**src/rtl/spi_sched_pkg.sv**
```systemverilog
// Shared types and constants for the ALS sampling scheduler: FSM states, SPI
// control-word layout, register-select encodings and light-value bit window.
package spi_sched_pkg;

  typedef enum logic [3:0] {
    S_IDLE,
    S_WR_CTRL,
    S_POLL_A,
    S_POLL_C,
    S_RD0,
    S_RD0_C,
    S_RD1,
    S_RD1_C,
    S_CAPTURE,
    S_WAIT
  } sched_state_e;

  localparam int CTRL_SEND_BIT = 0;
  localparam int CTRL_ALL1_BIT = 1;
  localparam int CTRL_ALL0_BIT = 2;
  localparam int CTRL_NTX_LSB  = 4;
  localparam int CTRL_NTX_MSB  = 12;

  // n_tx_end counts from zero, so 1 means a two-byte transfer
  localparam logic [8:0] CTRL_NTX_END = 9'd1;

  function automatic logic [31:0] ctrl_word();
    logic [31:0] w;
    w = '0;
    w[CTRL_SEND_BIT] = 1'b1;
    w[CTRL_ALL1_BIT] = 1'b0;
    w[CTRL_ALL0_BIT] = 1'b1;
    w[CTRL_NTX_MSB:CTRL_NTX_LSB] = CTRL_NTX_END;
    return w;
  endfunction

  localparam logic [31:0] CTRL_WORD = ctrl_word();

  localparam logic REG_CTRL = 1'b0;
  localparam logic REG_DATA = 1'b1;

  localparam int ALS_MSB = 12;
  localparam int ALS_LSB = 5;

endpackage

```
**src/rtl/sched_tick_counter.sv**
```systemverilog
// Period counter: reloads when a sample sequence starts and saturates at the
// last cycle of the period, so an overlong sequence never wraps the count.
module sched_tick_counter #(
  parameter int PERIOD_CYCLES = 10_000_000
) (
  input  logic clk,
  input  logic rst,
  input  logic start,
  output logic done
);

  localparam int            CW   = $clog2(PERIOD_CYCLES);
  localparam logic [CW-1:0] LAST = CW'(PERIOD_CYCLES - 1);

  logic [CW-1:0] cnt_q;

  // start is high during the WR_CTRL cycle, so that cycle counts as tick 0
  always_ff @(posedge clk) begin
    if (rst) begin
      cnt_q <= '0;
    end else if (start) begin
      cnt_q <= CW'(1);
    end else if (cnt_q != LAST) begin
      cnt_q <= cnt_q + 1'b1;
    end
  end

  assign done = (cnt_q == LAST);

endmodule

```
**src/rtl/spi_als_sample_sched.sv**
```systemverilog
// Periodic/one-shot sampling sequencer for the PMOD ALS behind the SPI
// register-interface controller; delivers an 8-bit light value with a strobe.
module spi_als_sample_sched
  import spi_sched_pkg::*;
#(
  parameter int PERIOD_CYCLES = 10_000_000,
  parameter int POLL_LIMIT    = 4096
) (
  input  logic        clk,
  input  logic        rst,
  input  logic        enable_i,
  input  logic        single_i,
  output logic        reg_sel_o,
  output logic        wr_o,
  output logic [31:0] entrada_o,
  output logic [31:0] addr_o,
  input  logic [31:0] salida_i,
  output logic [7:0]  sample_o,
  output logic        sample_valid_o,
  output logic        busy_o,
  output logic        timeout_o
);

  localparam int            PW        = $clog2(POLL_LIMIT + 1);
  localparam logic [PW-1:0] POLL_LAST = PW'(POLL_LIMIT - 1);

  sched_state_e  state_q;
  logic          enable_q;
  logic [PW-1:0] poll_cnt_q;
  logic [7:0]    hi_p0;
  logic          period_done;
  logic          start_req;
  logic          unused_salida;

  function automatic logic [7:0] als_extract(input logic [7:0] hi, input logic [7:0] lo);
    logic [15:0] word;
    word = {hi, lo};
    return word[ALS_MSB:ALS_LSB];
  endfunction

  assign unused_salida = ^salida_i[31:8];

  sched_tick_counter #(
    .PERIOD_CYCLES(PERIOD_CYCLES)
  ) u_tick (
    .clk  (clk),
    .rst  (rst),
    .start(state_q == S_WR_CTRL),
    .done (period_done)
  );

  // From IDLE free-run starts on the enable edge; from WAIT it starts when the period expires
  assign start_req = single_i |
                     ((state_q == S_IDLE) ? (enable_i & ~enable_q)
                                          : (enable_i & period_done));

  always_ff @(posedge clk) begin
    if (rst) begin
      state_q        <= S_IDLE;
      enable_q       <= 1'b0;
      poll_cnt_q     <= '0;
      reg_sel_o      <= REG_CTRL;
      wr_o           <= 1'b0;
      entrada_o      <= '0;
      addr_o         <= '0;
      sample_o       <= '0;
      sample_valid_o <= 1'b0;
      busy_o         <= 1'b0;
      timeout_o      <= 1'b0;
    end else begin
      enable_q       <= enable_i;
      wr_o           <= 1'b0;
      entrada_o      <= '0;
      sample_valid_o <= 1'b0;
      case (state_q)
        S_IDLE, S_WAIT: begin
          if (start_req) begin
            state_q    <= S_WR_CTRL;
            wr_o       <= 1'b1;
            entrada_o  <= CTRL_WORD;
            reg_sel_o  <= REG_CTRL;
            addr_o     <= '0;
            busy_o     <= 1'b1;
            poll_cnt_q <= '0;
          end else if (state_q == S_WAIT && !enable_i) begin
            state_q <= S_IDLE;
          end
        end
        S_WR_CTRL: state_q <= S_POLL_A;
        S_POLL_A:  state_q <= S_POLL_C;
        S_POLL_C: begin
          if (!salida_i[CTRL_SEND_BIT]) begin
            state_q   <= S_RD0;
            reg_sel_o <= REG_DATA;
            addr_o    <= 32'd0;
          end else if (poll_cnt_q == POLL_LAST) begin
            state_q   <= S_WAIT;
            timeout_o <= 1'b1;
            busy_o    <= 1'b0;
          end else begin
            poll_cnt_q <= poll_cnt_q + 1'b1;
            state_q    <= S_POLL_A;
          end
        end
        S_RD0: state_q <= S_RD0_C;
        S_RD0_C: begin
          state_q <= S_RD1;
          addr_o  <= 32'd1;
        end
        S_RD1: state_q <= S_RD1_C;
        S_RD1_C: begin
          state_q        <= S_CAPTURE;
          sample_o       <= als_extract(hi_p0, salida_i[7:0]);
          sample_valid_o <= 1'b1;
          timeout_o      <= 1'b0;
          reg_sel_o      <= REG_CTRL;
          addr_o         <= '0;
        end
        S_CAPTURE: begin
          state_q <= S_WAIT;
          busy_o  <= 1'b0;
        end
        default: begin
          state_q <= S_IDLE;
          busy_o  <= 1'b0;
        end
      endcase
    end
  end

  // Data path: high byte held until the low byte arrives
  always_ff @(posedge clk) begin
    if (state_q == S_RD0_C) begin
      hi_p0 <= salida_i[7:0];
    end
  end

endmodule
```
**config.mk**
```make
export PLATFORM = sky130hd
export DESIGN_NAME = spi_als_sample_sched
export DESIGN_NICKNAME = d
export VERILOG_FILES = /design/src/rtl/spi_sched_pkg.sv /design/src/rtl/sched_tick_counter.sv /design/src/rtl/spi_als_sample_sched.sv
export SDC_FILE = /design/constraint.sdc
export NUM_CORES = 1
export LEC_CHECK = 0
export BUFFER_PORTS_ARGS = -buffer_cell sky130_fd_sc_hd__buf_2
export CAP_MARGIN = 20
export CELL_PAD_IN_SITES_DETAIL_PLACEMENT = 0
export CELL_PAD_IN_SITES_GLOBAL_PLACEMENT = 1
export CORE_MARGIN = 1.5
export CORE_UTILIZATION = 36
export DETAILED_ROUTE_END_ITERATION = 16
export GPL_TIMING_DRIVEN = 0
export HOLD_SLACK_MARGIN = 0.1
export PLACE_DENSITY_LB_ADDON = 0.1
export SYNTH_ARGS = -nofsm -noshare
export SYNTH_HDL_FRONTEND = slang
export SYNTH_SLANG_ARGS = --single-unit
```
**constraint.sdc**
```tcl
create_clock -name clk -period 2.8 [get_ports clk]
set_input_delay 0.56 -clock clk [delete_from_list [all_inputs] [get_ports clk]]
set_output_delay 0.56 -clock clk [all_outputs]
set_load 0.02 [all_outputs]
```
Word-level counts from Yosys, hierarchy flattened --
Index checks and enable logic that the tools add are counted. W data, S select, Z words.
Storage, ports and cells: logic and storage cells 85, flip-flop bits (word level) 124, input bits 36
Operators by class: mux-type cells 28, bitwise logic cells 6, add/subtract/negate cells 2, reduce and logical (&&, ||, !) cells 17, equal/unequal tests 18
Operators with widths (number):
- $pmux W32 S4 | 1
- $mux W32 | 2
- $mux W13 | 3
- $pmux W4 S9 | 1
- $pmux W13 S2 | 1
- $add A24 B1 Y24 const B | 1
- $eq A24 B24 Y1 const B | 1
- $ne A24 B24 Y1 const B | 1
- $eq A4 B3 Y1 const B | 4
- $mux W4 | 4
- $add A13 B1 Y13 const B | 1
- $eq A13 B12 Y1 const B | 1
- $mux W1 | 12
- $ne A2 B2 Y1 const B | 5
- $reduce_and A3 Y1 | 3
- $eq A4 B2 Y1 const B | 2
- $eq A4 B4 Y1 const B | 2
- $reduce_and A4 Y1 | 2
- $pmux W1 S3 | 2
- $reduce_bool A2 Y1 | 3
- $reduce_or A2 Y1 | 3
- $reduce_or A6 Y1 | 1
- $mux W5 | 1
- $eq A4 B1 Y1 const B | 1
- 10 further kinds | 13

Logic depth before layout (Yosys ltp) --
word-level depth 6, gate-level depth with buffers 9, gate-level depth less buffers 7

Hierarchy --
Synthesis repeated with hierarchy kept, for this count alone.
Unflattened totals: cells, all modules 391, area, all modules 3335.7 um^2
Modules (own cells, without submodules):
- spi_als_sample_sched | instances 1, area each 2168.3 um^2, cells an instance 253
- sched_tick_counter | instances 1, area each 1167.4 um^2, cells an instance 138

Worst setup path before layout --
OpenSTA, ideal clock, no wires.
kind reg-to-reg, start point reg u_tick.cnt_q[0], end point reg poll_cnt_q[2], path buffers 1, data required time 2.730 ns, arrival 2.145 ns, cell stages (with the launch flop) 9, slack 0.584 ns, library setup time 0.070 ns, clock period less this slack 2.216 ns, path through dfxtp_1 > ha_1 > nand4_2 > or4b_1 > buf_2 > nor3_2 > o21bai_2 > or4_1 > a21oi_1
On the way: cells in the longest elaborated chain, start to end 6
RTL lines:
- start, declared | RTL line sched_tick_counter.sv:15 | logic [CW-1:0] cnt_q;
- start signal, assigned | RTL line sched_tick_counter.sv:24 | cnt_q <= cnt_q + 1'b1;
- $eq A24 B24 Y1 | RTL line sched_tick_counter.sv:28 | assign done = (cnt_q == LAST);
- $and A1 B1 Y1 | RTL line spi_als_sample_sched.sv:55 | : (enable_i & period_done));
- $mux W1 | RTL line spi_als_sample_sched.sv:54 | ((state_q == S_IDLE) ? (enable_i & ~enable_q)
- $or A1 B1 Y1 | RTL line spi_als_sample_sched.sv:53 | assign start_req = single_i |
- $ne A2 B2 Y1 (no source line)
- $reduce_and A4 Y1 (no source line)
- end signal, assigned | RTL line spi_als_sample_sched.sv:101 | poll_cnt_q <= poll_cnt_q + 1'b1;
- end, declared | RTL line spi_als_sample_sched.sv:29 | logic [PW-1:0] poll_cnt_q;
No other way between the ends. A chain may end at the register's enable or synchronous reset.

Worst setup path after layout --
Ends and elaborated chain as after synthesis.

==> run_results.csv <==
group,metric,value,unit
synthesis,yosysTopAreaCellShare,34.2,%
timing,clock_skew,7.21,ps
detailed_routing,firstDrtPassIters,4,
placement,place_inst,587,
floorplan,start_util,37.4,%
finish,syn2layout_area_growth,22.0,%
worst_setup_path,crit_fanout,7,
synthesis,synth-edff-count,5,
pwr,vdd_ir_drop_max,0.348,mV
worst_setup_path,crit_chain,"ha_2 -> nand4_2 -> or4b_1 -> buf_2 -> nor3_2 -> o21bai_2 -> or4_1 -> a21oi_1",
synthesis,syn_avg_cell_area,8.35,um^2
worst_setup_path,critical_path_buf_inv_count,1,
pwr,p_sw,661,uW
synthesis,ys_seq_area_share,38.8,%
timing,finalCritPeriodShare,89.3,%
worst_setup_path,cpMaxStageDelayCell,"or4_1",
finish,antenna_cells,0,
worst_setup_path,critical-path-top-delay-family,"simple AND/OR/NAND/NOR gates",
worst_setup_path,r2r_start,"u_tick.cnt_q[0]",
timing,setup_viol,0,
detailed_routing,viasPerCell,4.48,
outcome,status,"finished, final reports clean",
placement,io_buffers,28,
worst_setup_path,crit_type,"register to register",
floorplan,dieArea,9680,um^2
synthesis,syn_inst,392,
pwr,pwr_density_cell,569,nW/um^2
hold_path,hold_start,"salida_i[1]",
timing,drv_slew,0,
worst_setup_path,end_kind,"register",
floorplan,core,8760,um^2
pwr,p_clk_share,37.7,%
floorplan,io_pins,113,
timing,grt_setup_unrepaired,"false",
run,drv_cap,0,
timing,slew_headroom,36.5,%
synthesis,syn_area,3270,um^2
worst_setup_path,start_kind,"register",
worst_setup_path,required,3060,ps
synthesis,synth_most_common_cell,"buf_4",
hold_path,worst_hold_path_type,"input port to register",
global_routing,grt_usage,15.3,%
floorplan,fp.dieH,98.4,um
synthesis,synth_compound_area_share,10.5,%
timing,fmax,400,MHz
finish,n_fill_cell,932,
worst_setup_path,cp-startpoint,"u_tick.cnt_q[0]",
worst_setup_path,critPathArrivalTime,2760,ps
timing,final_hold_viol_count,0,
clocking,root_buffer,"clkbuf_8",
detailed_routing,drc_errors,0,
timing,tns,0,ps
synthesis,yosysWarnings,0,
pwr,cellLeakagePower,1.72,nW
synthesis,synth_mux_area_share,0.611,%
synthesis,synthTopCellsByArea,"dfxtp_1 (34%), buf_4 (14%), xor2_1 (5.1%)",
placement,gp_congestion,0.790,
clocking,path_clk_slew,70,ps
detailed_routing,drtIter0Drc,124,
synthesis,yosys.area_share.adder,0.764,%
clocking,cts_tree,"yes",
clocking,clockBufferDepth,2,
floorplan,rows,34,
detailed_routing,wl_per_cell,11.7,um
detailed_routing,vias,2708,
floorplan,fp.dieW,98.4,um
global_routing,grt_overflow,0,
detailed_routing,ant_nets,0,
synthesis,synth_simple_gate_area_share,24.8,%
clocking,htree_levels,3,
finish,final_nets,529,
synthesis,synth_seq_cells,61,
global_routing,grt_pass1_vias,2437,
synthesis,synth_top_family_by_area,"simple AND/OR/NAND/NOR gates",
placement,placed_area,3770,um^2
finish,fin_util,45.6,%
clocking,clk_latency,330,ps
finish,multiInputGateArea,1640,um^2
finish,layoutNonFillerInstCount,604,
pwr,intPower,1.61,mW
synthesis,synth.distinct_cells,43,
finish,drive_above_1_share,23.4,%
timing,holdWs,402,ps
pwr,swShare,29.1,%
synthesis,async_flop_share,0,%
clocking,cts.sinks,61,
pwr,seq_power_share,40.7,%
detailed_routing,wirelength,7.05,mm
pwr,pwr-share-comb,21.6,%
synthesis,synthTopCellsByCount,"buf_4 (63), dfxtp_1 (56), nor2_1 (36), nand2_1 (32), a21oi_1 (27)",
synthesis,ys.flop_type,"dfxtp_1",
global_routing,antenna_found_initial,0,
synthesis,synth_xor_area_share,6.15,%
worst_setup_path,crit_path_max_incr_delay,490,ps
clocking,postCtsHoldBufs,0,
timing,worst_pin_slew,951,ps
finish,stdcell_area,4000,um^2
finish,regArea,1270,um^2
global_routing,grt_max_degree,11,
timing,min_period,2500,ps
global_routing,grt_pass1_wl,11.9,mm
synthesis,yosysTopAreaCell,"dfxtp_1",
clocking,cts_buffers,9,
placement,dp_hpwl,5.09,mm
-- state kept, by name (all words and copies together), names as in the netlist --
register        flops
enable_q            1
entrada_o           1
addr_o              1
reg_sel_o           1
sample_o            8
hi_p0               5
timeout_o           1
state_q             4
busy_o              1
sample_valid_o      1
poll_cnt_q         13
u_tick.cnt_q       24
-- layer usage --
metal  global-route usage (%)  routed length [um]
met4                     3.90                  59
met3                     5.15                 406
met2                     22.9                3060
met5                        0                   0
met1                     21.1                3520
-- power by group through the flow --
stage	sequential, mW	clock (mW)	combinational [mW]
after floorplan	0.953	0	0.383
after global placement	0.945	0	0.483
after detailed placement	0.945	0	0.485
after CTS	0.926	0.883	0.487
after global routing	0.930	0.930	0.539
final	0.926	0.856	0.491
-- layout make-up --
class,count,area share (%)
plain buffers,78,13.4
clock buffers,11,3.54
clock inverters,5,1.85
inverters,16,1.50
multi-input cells,296,40.9
flip-flops and latches,61,31.8
well taps,108,3.38
repair buffers,29,3.63
-- stage by stage --
step,power (mW),setup WS (ps)
3_5_place_dp,1.43,246
2_1_floorplan,1.34,584
4_1_cts,2.30,222
5_1_grt,2.40,31.8
3_3_place_gp,1.43,274
6_report,2.27,300
-- placed cells by master (no fill, tap or decap), drive strengths merged, types with 4 or more instances in the layout --
| cell | Yosys | final |
|---|---|---|
| buf | 67 | 95 |
| conb | 1 | 60 |
| dfxtp | 56 | 56 |
| nor2 | 36 | 36 |
| nand2 | 32 | 32 |
| a21oi | 27 | 27 |
| clkbuf | 11 | 23 |
| xor2 | 19 | 19 |
| or3 | 18 | 18 |
| inv | 16 | 16 |
| nor3 | 13 | 13 |
| nand3 | 11 | 11 |
| o32ai | 9 | 9 |
| nand4 | 7 | 7 |
| o21ai | 6 | 6 |
| and3 | 5 | 5 |
| and2 | 5 | 5 |
| edfxtp | 5 | 5 |
| nor2b | 4 | 4 |
| nand2b | 4 | 4 |
| and4 | 4 | 4 |
| a31oi | 4 | 4 |
| xnor2 | 4 | 4 |
-- what timing repair did --
item,in CTS,in global routing
endpoints found under the setup margin,0,5
resized for setup,0,2
setup buffers,0,0
-- cell families (layout without fill, tap and decap cells) --
family | Yosys count | in the layout
flops | 61 | 61
fa+ha+maj | 2 | 2
buf+inv | 94 | 139
other cells | 1 | 60
simple gates | 154 | 154
xor+xnor | 23 | 23
compound gates | 55 | 55
mux | 2 | 2
-- final timing paths --
| check | endpoint | slack, ps | cells after the start |
|---|---|---|---|
| worst min register to register | busy_o | 450 | 2 |
| worst max register to register | poll_cnt_q[2] | 300 | 8 |
| worst min-delay path | hi_p0[1] | 400 | 1 |
| worst max-delay path | poll_cnt_q[2] | 300 | 8 |
Power figures use the tool's default switching activity.
